[src/rtl/acorn128_pkg.sv]
// Shared ACORN-128 definitions: state geometry, feedback tap positions, boolean helpers
// and the decrypt-core FSM encoding. Used by the encrypt/decrypt update paths and init.
package acorn128_pkg;

  localparam int STATE_W = 293;

  localparam int T0   = 0;
  localparam int T12  = 12;
  localparam int T23  = 23;
  localparam int T61  = 61;
  localparam int T66  = 66;
  localparam int T107 = 107;
  localparam int T111 = 111;
  localparam int T154 = 154;
  localparam int T160 = 160;
  localparam int T193 = 193;
  localparam int T196 = 196;
  localparam int T230 = 230;
  localparam int T235 = 235;
  localparam int T244 = 244;
  localparam int T289 = 289;

  typedef enum logic [1:0] {
    ST_IDLE,
    ST_WAIT_CT,
    ST_RUN,
    ST_PAD
  } acorn_fsm_e;

  function automatic logic maj(input logic x, input logic y, input logic z);
    return (x & y) ^ (x & z) ^ (y & z);
  endfunction

  function automatic logic ch(input logic x, input logic y, input logic z);
    return (x & y) ^ (~x & z);
  endfunction

endpackage

[src/rtl/acorn128_step.sv]
// Combinational single ACORN-128 state step. dec_mode=1 feeds back p = c ^ ks,
// dec_mode=0 feeds back m_or_c directly (encrypt / padding use).
module acorn128_step
  import acorn128_pkg::*;
(
  input  logic [STATE_W-1:0] state,
  input  logic               ca,
  input  logic               cb,
  input  logic               dec_mode,
  input  logic               m_or_c,
  output logic [STATE_W-1:0] state_nxt,
  output logic               ks,
  output logic               p
);

  logic [STATE_W-1:0] s;
  logic               f;
  logic               m;

  always_comb begin
    // LFSR feedback; every term reads the pre-step state
    s       = state;
    s[T289] = state[T289] ^ state[T235] ^ state[T230];
    s[T230] = state[T230] ^ state[T196] ^ state[T193];
    s[T193] = state[T193] ^ state[T160] ^ state[T154];
    s[T154] = state[T154] ^ state[T111] ^ state[T107];
    s[T107] = state[T107] ^ state[T66]  ^ state[T61];
    s[T61]  = state[T61]  ^ state[T23]  ^ state[T0];

    ks = s[T12] ^ s[T154] ^ maj(s[T235], s[T61], s[T193]) ^ ch(s[T230], s[T111], s[T66]);
    f  = s[T0] ^ ~s[T107] ^ maj(s[T244], s[T23], s[T160]) ^ (ca & s[T196]) ^ (cb & ks);
    p  = m_or_c ^ ks;
    m  = dec_mode ? p : m_or_c;

    state_nxt = {f ^ m, s[STATE_W-1:1]};
  end

endmodule

[src/rtl/acorn128_decrypt_core.sv]
// Bit-serial ACORN-128 decryption: one state step per cycle over each ciphertext beat,
// then the padding phase; final state is left on state_out for tag generation.
module acorn128_decrypt_core
  import acorn128_pkg::*;
#(
  parameter int DATA_W    = 8,
  parameter int PAD_STEPS = 256,
  parameter int CA_STEPS  = 128
) (
  input  logic               clk,
  input  logic               rst,
  input  logic               start,
  input  logic               empty_msg,
  input  logic [STATE_W-1:0] state_in,
  input  logic               ct_valid,
  output logic               ct_ready,
  input  logic [DATA_W-1:0]  ct_data,
  input  logic               ct_last,
  output logic               pt_valid,
  input  logic               pt_ready,
  output logic [DATA_W-1:0]  pt_data,
  output logic               busy,
  output logic               done,
  output logic [STATE_W-1:0] state_out
);

  localparam int BW = (DATA_W > 1) ? $clog2(DATA_W) : 1;
  localparam int SW = (PAD_STEPS > 1) ? $clog2(PAD_STEPS) : 1;
  localparam logic [BW-1:0] BIT_LAST  = BW'(DATA_W - 1);
  localparam logic [SW-1:0] STEP_LAST = SW'(PAD_STEPS - 1);

  acorn_fsm_e         fsm, fsm_nxt;
  logic [STATE_W-1:0] st_q, st_step;
  logic [BW-1:0]      bit_cnt;
  logic [SW-1:0]      step_cnt;
  logic [DATA_W-1:0]  ct_sr, pt_asm, pt_buf;
  logic               last_q, pt_vld_q, done_q;
  logic               run, ca, m_or_c, p, ks_unused;
  logic               ct_hs, pt_hs;

  assign run      = (fsm == ST_RUN);
  assign pt_hs    = pt_vld_q & pt_ready;
  assign ct_ready = (fsm == ST_WAIT_CT) && (!pt_vld_q || pt_ready);
  assign ct_hs    = ct_valid & ct_ready;

  // Padding: first step injects a 1, ca stays high for the leading CA_STEPS steps
  assign ca     = run | ({1'b0, step_cnt} < (SW+1)'(CA_STEPS));
  assign m_or_c = run ? ct_sr[0] : (step_cnt == '0);

  acorn128_step u_step (
    .state     (st_q),
    .ca        (ca),
    .cb        (1'b0),
    .dec_mode  (run),
    .m_or_c    (m_or_c),
    .state_nxt (st_step),
    .ks        (ks_unused),
    .p         (p)
  );

  always_ff @(posedge clk or negedge rst) begin
    if (!rst) fsm <= ST_IDLE;
    else      fsm <= fsm_nxt;
  end

  always_comb begin
    fsm_nxt = fsm;
    case (fsm)
      ST_IDLE:    if (start) fsm_nxt = empty_msg ? ST_PAD : ST_WAIT_CT;
      ST_WAIT_CT: if (ct_hs) fsm_nxt = ST_RUN;
      ST_RUN:     if (bit_cnt == BIT_LAST) fsm_nxt = last_q ? ST_PAD : ST_WAIT_CT;
      ST_PAD:     if (step_cnt == STEP_LAST) fsm_nxt = ST_IDLE;
      default:    fsm_nxt = ST_IDLE;
    endcase
  end

  always_ff @(posedge clk or negedge rst) begin
    if (!rst) begin
      st_q     <= '0;
      bit_cnt  <= '0;
      step_cnt <= '0;
      ct_sr    <= '0;
      pt_asm   <= '0;
      pt_buf   <= '0;
      last_q   <= 1'b0;
      pt_vld_q <= 1'b0;
      done_q   <= 1'b0;
    end else begin
      done_q <= 1'b0;
      if (pt_hs) pt_vld_q <= 1'b0;
      case (fsm)
        ST_IDLE: if (start) begin
          st_q     <= state_in;
          bit_cnt  <= '0;
          step_cnt <= '0;
        end
        ST_WAIT_CT: if (ct_hs) begin
          ct_sr   <= ct_data;
          last_q  <= ct_last;
          bit_cnt <= '0;
        end
        ST_RUN: begin
          st_q    <= st_step;
          ct_sr   <= ct_sr >> 1;
          pt_asm  <= {p, pt_asm[DATA_W-1:1]};
          bit_cnt <= bit_cnt + 1'b1;
          // Buffer is guaranteed empty here: a beat is only accepted once it has drained
          if (bit_cnt == BIT_LAST) begin
            pt_buf   <= {p, pt_asm[DATA_W-1:1]};
            pt_vld_q <= 1'b1;
            step_cnt <= '0;
          end
        end
        ST_PAD: begin
          st_q <= st_step;
          if (step_cnt == STEP_LAST) done_q   <= 1'b1;
          else                       step_cnt <= step_cnt + 1'b1;
        end
        default: ;
      endcase
    end
  end

  assign pt_valid  = pt_vld_q;
  assign pt_data   = pt_buf;
  assign busy      = (fsm != ST_IDLE);
  assign done      = done_q;
  assign state_out = st_q;

endmodule

[config.mk]
export PLATFORM = sky130hd
export DESIGN_NAME = acorn128_decrypt_core
export DESIGN_NICKNAME = d
export VERILOG_FILES = /design/src/rtl/acorn128_pkg.sv /design/src/rtl/acorn128_step.sv /design/src/rtl/acorn128_decrypt_core.sv
export SDC_FILE = /design/constraint.sdc
export NUM_CORES = 1
export LEC_CHECK = 0
export CELL_PAD_IN_SITES_DETAIL_PLACEMENT = 1
export CELL_PAD_IN_SITES_GLOBAL_PLACEMENT = 2
export CORE_MARGIN = 2
export CORE_UTILIZATION = 28
export DETAILED_ROUTE_END_ITERATION = 8
export GPL_TIMING_DRIVEN = 0
export PLACE_DENSITY = 0.81
export SYNTH_ARGS = -nofsm -noshare
export SYNTH_HDL_FRONTEND = slang
export SYNTH_HIERARCHICAL = 1
export SYNTH_SLANG_ARGS = --single-unit
[constraint.sdc]
create_clock -name clk -period 2.9 [get_ports clk]
set_input_delay 0.435 -clock clk [delete_from_list [all_inputs] [get_ports clk]]
set_output_delay 0.435 -clock clk [all_outputs]
set_load 0.03 [all_outputs]
# Word-level counts from Yosys, hierarchy flattened

Index checks and enable logic that the tools add are counted.

Output and inout port bits: 305
Input port bits: 308
Register bits after elaboration: 333

Muxes and demuxes: 25
Equal/unequal tests: 10
Add/sub/neg operators: 2
Reduce and logical (&&, ||, !) cells: 18
$lt $le $gt $ge: 1
Bitwise gates (word level): 39

Operator list:

| operator            | number |
|---|---|
| $pmux 293 s2        | 1 |
| $mux 293            | 1 |
| $mux 8              | 4 |
| $xor 1x1->1         | 25 |
| $pmux 8 s3          | 1 |
| $pmux 8 s2          | 1 |
| $mux 2              | 6 |
| $and 1x1->1         | 11 |
| $pmux 3 s3          | 1 |
| $add 8x1->8 const B | 1 |
| $eq 8x8->1 const B  | 1 |
| $logic_not 8->1     | 1 |
| $lt 8x8->1 const B  | 1 |
| $ne 2x2->1 const B  | 4 |
| $pmux 2 s4          | 1 |
| $reduce_and 2->1    | 4 |
| $reduce_and 4->1    | 2 |
| $mux 1              | 7 |
| $mux 3              | 2 |
| $reduce_bool 2->1   | 3 |
| $reduce_bool 3->1   | 2 |
| $eq 2x2->1 const B  | 2 |
| $add 3x1->3 const B | 1 |
| $eq 3x3->1 const B  | 1 |
| 10 further kinds    | 11 |

# Logic depth before layout (Yosys ltp)

Depth after elaboration: 11
Mapped depth: 13
Depth with buffers taken out: 12

# Hierarchy

The synthesis kept the hierarchy.

Modules (own cells, without submodules):

| module                | times used | cells an instance | area each (um^2) | seq. area each (um^2) |
|---|---|---|---|---|
| acorn128_decrypt_core | 1          | 1426              | 15215.8          | 8308.0 |
| acorn128_step         | 1          | 313               | 2433.6           | 0.0 |

# Least setup slack after synthesis

OpenSTA, ideal clock, no wires.

Path type: register -> register
From: register fsm[1]
To: register st_q[292] (netlist: state_out[292])
Buffers on the path: 3
Data required time: 2817 ps
Data arrival time: 2197 ps
Stages on the path, launching flop included: 13
Clock period less this slack: 2280 ps
Setup slack: 620 ps
Path through: dfrtp_1 > buf_4 > nor2b_1 > buf_4 > buf_2 > o21ai_0 > xor2_1 > xnor2_1 > xnor2_1 > xnor2_1 > xor2_1 > mux2i_1 > o21ai_0

Cells in the longest elaborated chain, start to end: 6
Elaborated cells between the ends (all ways): 15
Classes of those cells: eq/ne: 3; mux: 3; bitwise: 5; reduce/logical: 4

Ends and longest elaborated chain:

| item                     | line                         | RTL |
|---|---|---|
| start: declaration       | acorn128_decrypt_core.sv:32  | `acorn_fsm_e fsm, fsm_nxt;` |
| start signal: assignment | acorn128_decrypt_core.sv:63  | `else fsm <= fsm_nxt;` |
| $eq 2x2->1 (*)           | acorn128_decrypt_core.sv:41  | `assign run = (fsm == ST_RUN);` |
| named net run            | acorn128_decrypt_core.sv:38  | `logic run, ca, m_or_c, p, ks_unused;` |
| $mux 1 (*)               | acorn128_decrypt_core.sv:48  | `assign m_or_c = run ? ct_sr[0] : (step_cnt == '0);` |
| named net m_or_c         | acorn128_decrypt_core.sv:38  |  |
| $xor 1x1->1              | acorn128_step.sv:32          | `p = m_or_c ^ ks;` |
| $mux 1 (*)               | acorn128_step.sv:33          | `m = dec_mode ? p : m_or_c;` |
| $xor 1x1->1 (*)          | acorn128_step.sv:35          | `state_nxt = {f ^ m, s[STATE_W-1:1]};` |
| named net st_step[292]   | acorn128_decrypt_core.sv:33  | `logic [STATE_W-1:0] st_q, st_step;` |
| $pmux 293 s2 (*)         | acorn128_decrypt_core.sv:91  | `case (fsm)` |
| end signal: assignment   | acorn128_decrypt_core.sv:93  | `st_q <= state_in;` |
| end signal: assignment   | acorn128_decrypt_core.sv:103 | `st_q <= st_step;` |
| end signal: assignment   | acorn128_decrypt_core.sv:115 | `st_q <= st_step;` |
| end: declaration         | acorn128_decrypt_core.sv:33  |  |

Mark *: on every way through the listed nets, which the timed path passes. The rest lies on a longest branch.
A chain may end at the register's enable or synchronous reset.

# Final worst setup path

From: register st_q[111] (netlist: state_out[111])
To: register st_q[292] (netlist: state_out[292])

Cells in the longest elaborated chain, start to end: 9
Elaborated cells between the ends (all ways): 11
Classes of those cells: mux: 2; bitwise: 9

Ends and longest elaborated chain:

| item                      | line                        | RTL |
|---|---|---|
| $xor 1x1->1 (2 in series) | acorn128_step.sv:26         | `s[T154] = state[T154] ^ state[T111] ^ state[T107];` |
| $xor 1x1->1 (2 in series) | acorn128_step.sv:30         | `ks = s[T12] ^ s[T154] ^ maj(s[T235], s[T61], s[T193]) ^ ch(s[T230], s[T111], s[T66]);` |
| $xor 1x1->1 (*)           | acorn128_step.sv:30         |  |
| $xor 1x1->1 (*)           | acorn128_step.sv:32         |  |
| $mux 1 (*)                | acorn128_step.sv:33         |  |
| $xor 1x1->1 (*)           | acorn128_step.sv:35         |  |
| named net st_step[292]    | acorn128_decrypt_core.sv:33 |  |
| $pmux 293 s2 (*)          | acorn128_decrypt_core.sv:91 |  |

Marks and branches as above.

==> run summary <==
minimum clock period: 2.72 ns
most common cell after layout, fill and taps aside: clkdlybuf4s50_1
Pins Over Slew Limit: 0
Max clock buf depth: 3
first-pass GRT wire length: 102,000 um
Primary FF master, synth: dfrtp_1
Ys Warns: 6
clock slew at reported path FFs: 0.06 ns
die width: 255 um
status: complete, no violations
Final Net Count: 2,710
max cap viols: 0
mean post-synth cell area: 10.1 um^2
Cell Rows: 92
RePlAce Congestion: 0.834
Int Power: 0.0193 W
pre-CTS WS: 0.143 ns
Fillers: 6,958
CTS tree: done
Sw Pwr: 0.0148 W
DR WL/cell: 21.4 um
Setup CP Type: flop to flop
Post-synth EDFFs: 0
starting density of the core: 28.1%
CTS buffer count: 43
H-tree depth: 2
Core Region: 0.0627 mm^2
initial antenna violation count: 15
DRT iter0 DRCs: 548
DRT Wirelength: 70,100 um
Synth Cell Area: 0.0176 mm^2
vias in the first global route: 16,100
clk_lat worst skew: 0.56 ns
PnR Total Power: 0.0340 W
CP arrival: 3.19 ns
Final Util: 41.9%
Congestion Overflow GR: 0
worst reg2reg path depth: 7
Detailed Routing Iterations Pass 1: 4
Lkg Pwr: 12.5 nW
commonest cells after routing, fill and taps aside: 610 x clkdlybuf4s50_1, 332 x dfrtp_1, 316 x buf_4
gr usage total: 20.9%
Clock power frac: 15.5%
Seq cells post-synth: 332
IR Drop Worst-Case VDD: 0.000584 V
Design Area, Final: 0.0263 mm^2
setup bufs post-CTS: 0
pin count of the biggest net entering global routing: 99
Crit-path slowest cell: xnor2_1
final setup violating endpoints: 0
Comb power frac: 57.7%
CP max FO: 5
Vias: 14,800
sequential power share: 26.8%
Residual DRC: 0
Post-Syn Instances: 1,739
Power per Cell Area: 1290 mW/mm^2
Startpoint Class: flop
Max Freq: 368 MHz
switch share: 43.4%
Clock Sinks: 332
Via density: 4.52
# port buffers: 612
die area: 0.0651 mm^2
Critical Path RT: 3.37 ns
cell breakdown of the critical path: xnor2_1 > xnor3_1 > xor2_1 > mux2i_1 > xor2_1 > mux2i_1 > o21ai_0
endpoint class of the critical path: flop
Post-DP HPWL: 54,800 um
fin crit share: 93.8%
Worst Hold Class: input pin to asynchronous set/reset pin
Fin. Hold Viols: 0
Slew headroom: 38.5%
Async S/R FF share, synth: 100%
layout cell share with drive strength beyond 1: 18.2%
distinct cell type count after synthesis: 40
Clock Tree Root: clkbuf_16
Top Ports: 613
RSZ-0062 raised after global routing: false
Slew @ Worst Pin: 0.923 ns
Mapped Nets: 2,051
slowest stage delay, CP: 0.52 ns
Layout Skew: 0.0160 ns
die outline height: 255 um
post-route setup slack: 0.179 ns
DRT antenna net count: 0
Synth-to-Final Area Change: 49.0%
sequential cell area fraction in the yosys report: 47.1%
Placed Area: 0.0249 mm^2
[area by class of cell]
type                    count  area [um^2]  area share (%)
plain buffers             389         2700            10.3
repair buffers            616         6220            23.7
multi-input cells        1011         6620            25.2
clock buffers              68         1260            4.80
flip-flops and latches    332         8310            31.6
well taps                 846         1060            4.03
inverters                   5         18.8          0.0714
clock inverters             6         80.1           0.305
diodes                      9         22.5          0.0857
[logic make-up (layout without fill, tap and decap cells)]
logic type	count (synthesis)	after routing	synth area share (%)
other cells	1	10	0.0212
mux	324	324	18.5
simple gates	341	341	7.68
buf+inv	396	1084	15.4
xor+xnor	22	22	1.44
compound gates	317	317	9.44
fa+ha+maj	6	6	0.404
flops	332	332	47.1
[power groups by stage]
stage | clock, W | sequential, W | combinational (W)
floorplan | 0 | 0.0127 | 0.00815
global placement | 0 | 0.00911 | 0.0194
detailed placement | 0 | 0.00922 | 0.0198
CTS | 0.00543 | 0.00919 | 0.0199
global route | 0.00561 | 0.00951 | 0.0210
finish | 0.00528 | 0.00913 | 0.0196
[registers in the layout (all words and copies together), names as in the netlist]
name / count
fsm: 2
ct_sr: 8
last_q: 1
done: 1
pt_valid: 1
step_cnt: 8
pt_asm: 7
bit_cnt: 3
state_out: 293
pt_data: 8
[worst max-delay path: cells and delay by family, from the launching register on]
| kind | cells | cell delay [ns] |
|---|---|---|
| flip-flops | 1 | 0.51 |
| AO/OA/AOI/OAI | 1 | 0.18 |
| multiplexers | 2 | 0.38 |
| XOR/XNOR | 4 | 1.56 |
[path summary, 6_finish.rpt]
kind	slack (ns)	end	start
max	0.18	state_out[292]	state_out[111]
min	0.44	state_out[123]	rst
max reg2reg	0.18	state_out[292]	state_out[111]
min reg2reg	0.50	state_out[153]	state_out[153]
max in group asynchronous	1.46	state_out[245]	rst
min in group clk	0.50	last_q	ct_last
[synthesized netlist by cell type (all sizes together), types with 2 or more instances]
cell / instances / area share [%]
xor2: 4 / 0.20
clkbuf: 31 / 0.66
xnor3: 2 / 0.26
nor2: 11 / 0.23
xnor2: 14 / 0.69
nand3: 5 / 0.14
o21ai: 297 / 8.4
mux2i: 305 / 17
inv: 5 / 0.11
a22o: 7 / 0.35
xor3: 2 / 0.29
o22a: 2 / 0.099
mux2: 19 / 1.2
ha: 4 / 0.28
a221o: 6 / 0.34
and3: 4 / 0.14
nor3: 3 / 0.085
buf: 360 / 15
nand2: 303 / 6.5
nand2b: 2 / 0.071
nor2b: 3 / 0.11
dfrtp: 332 / 47
nor3b: 6 / 0.26
maj3: 2 / 0.12
[what timing repair did]
action                                 in CTS  in global routing
hold buffers                                1                  0
setup endpoints to repair                   1                  2
pin swaps                                   0                  1
resized for setup                           2                  1
endpoints found under the hold margin      70                  0
[per-stage QoR]
stage / hold slack, ns / cells / TNS [ns]
global route: 0.481 / 3276 / 0
finish: 0.443 / 3282 / 0
CTS: 0.458 / 3275 / 0
floorplan: 0.139 / 1739 / 0
global placement: 0.487 / 3197 / -4791.34
detailed placement: 0.461 / 3200 / 0
[routing by layer]
| layer | share of wire, % | GRT usage (%) | vias to the layer above |
|---|---|---|---|
| met5 | 0.17 | 0 | - |
| met4 | 2.6 | 6.00 | 16 |
| met3 | 7.9 | 7.36 | 109 |
| met2 | 49 | 36.1 | 423 |
| met1 | 40 | 24.4 | 7350 |
| li1 | - | - | 6943 |
No activity file was read; power rests on OpenSTA's default activity.
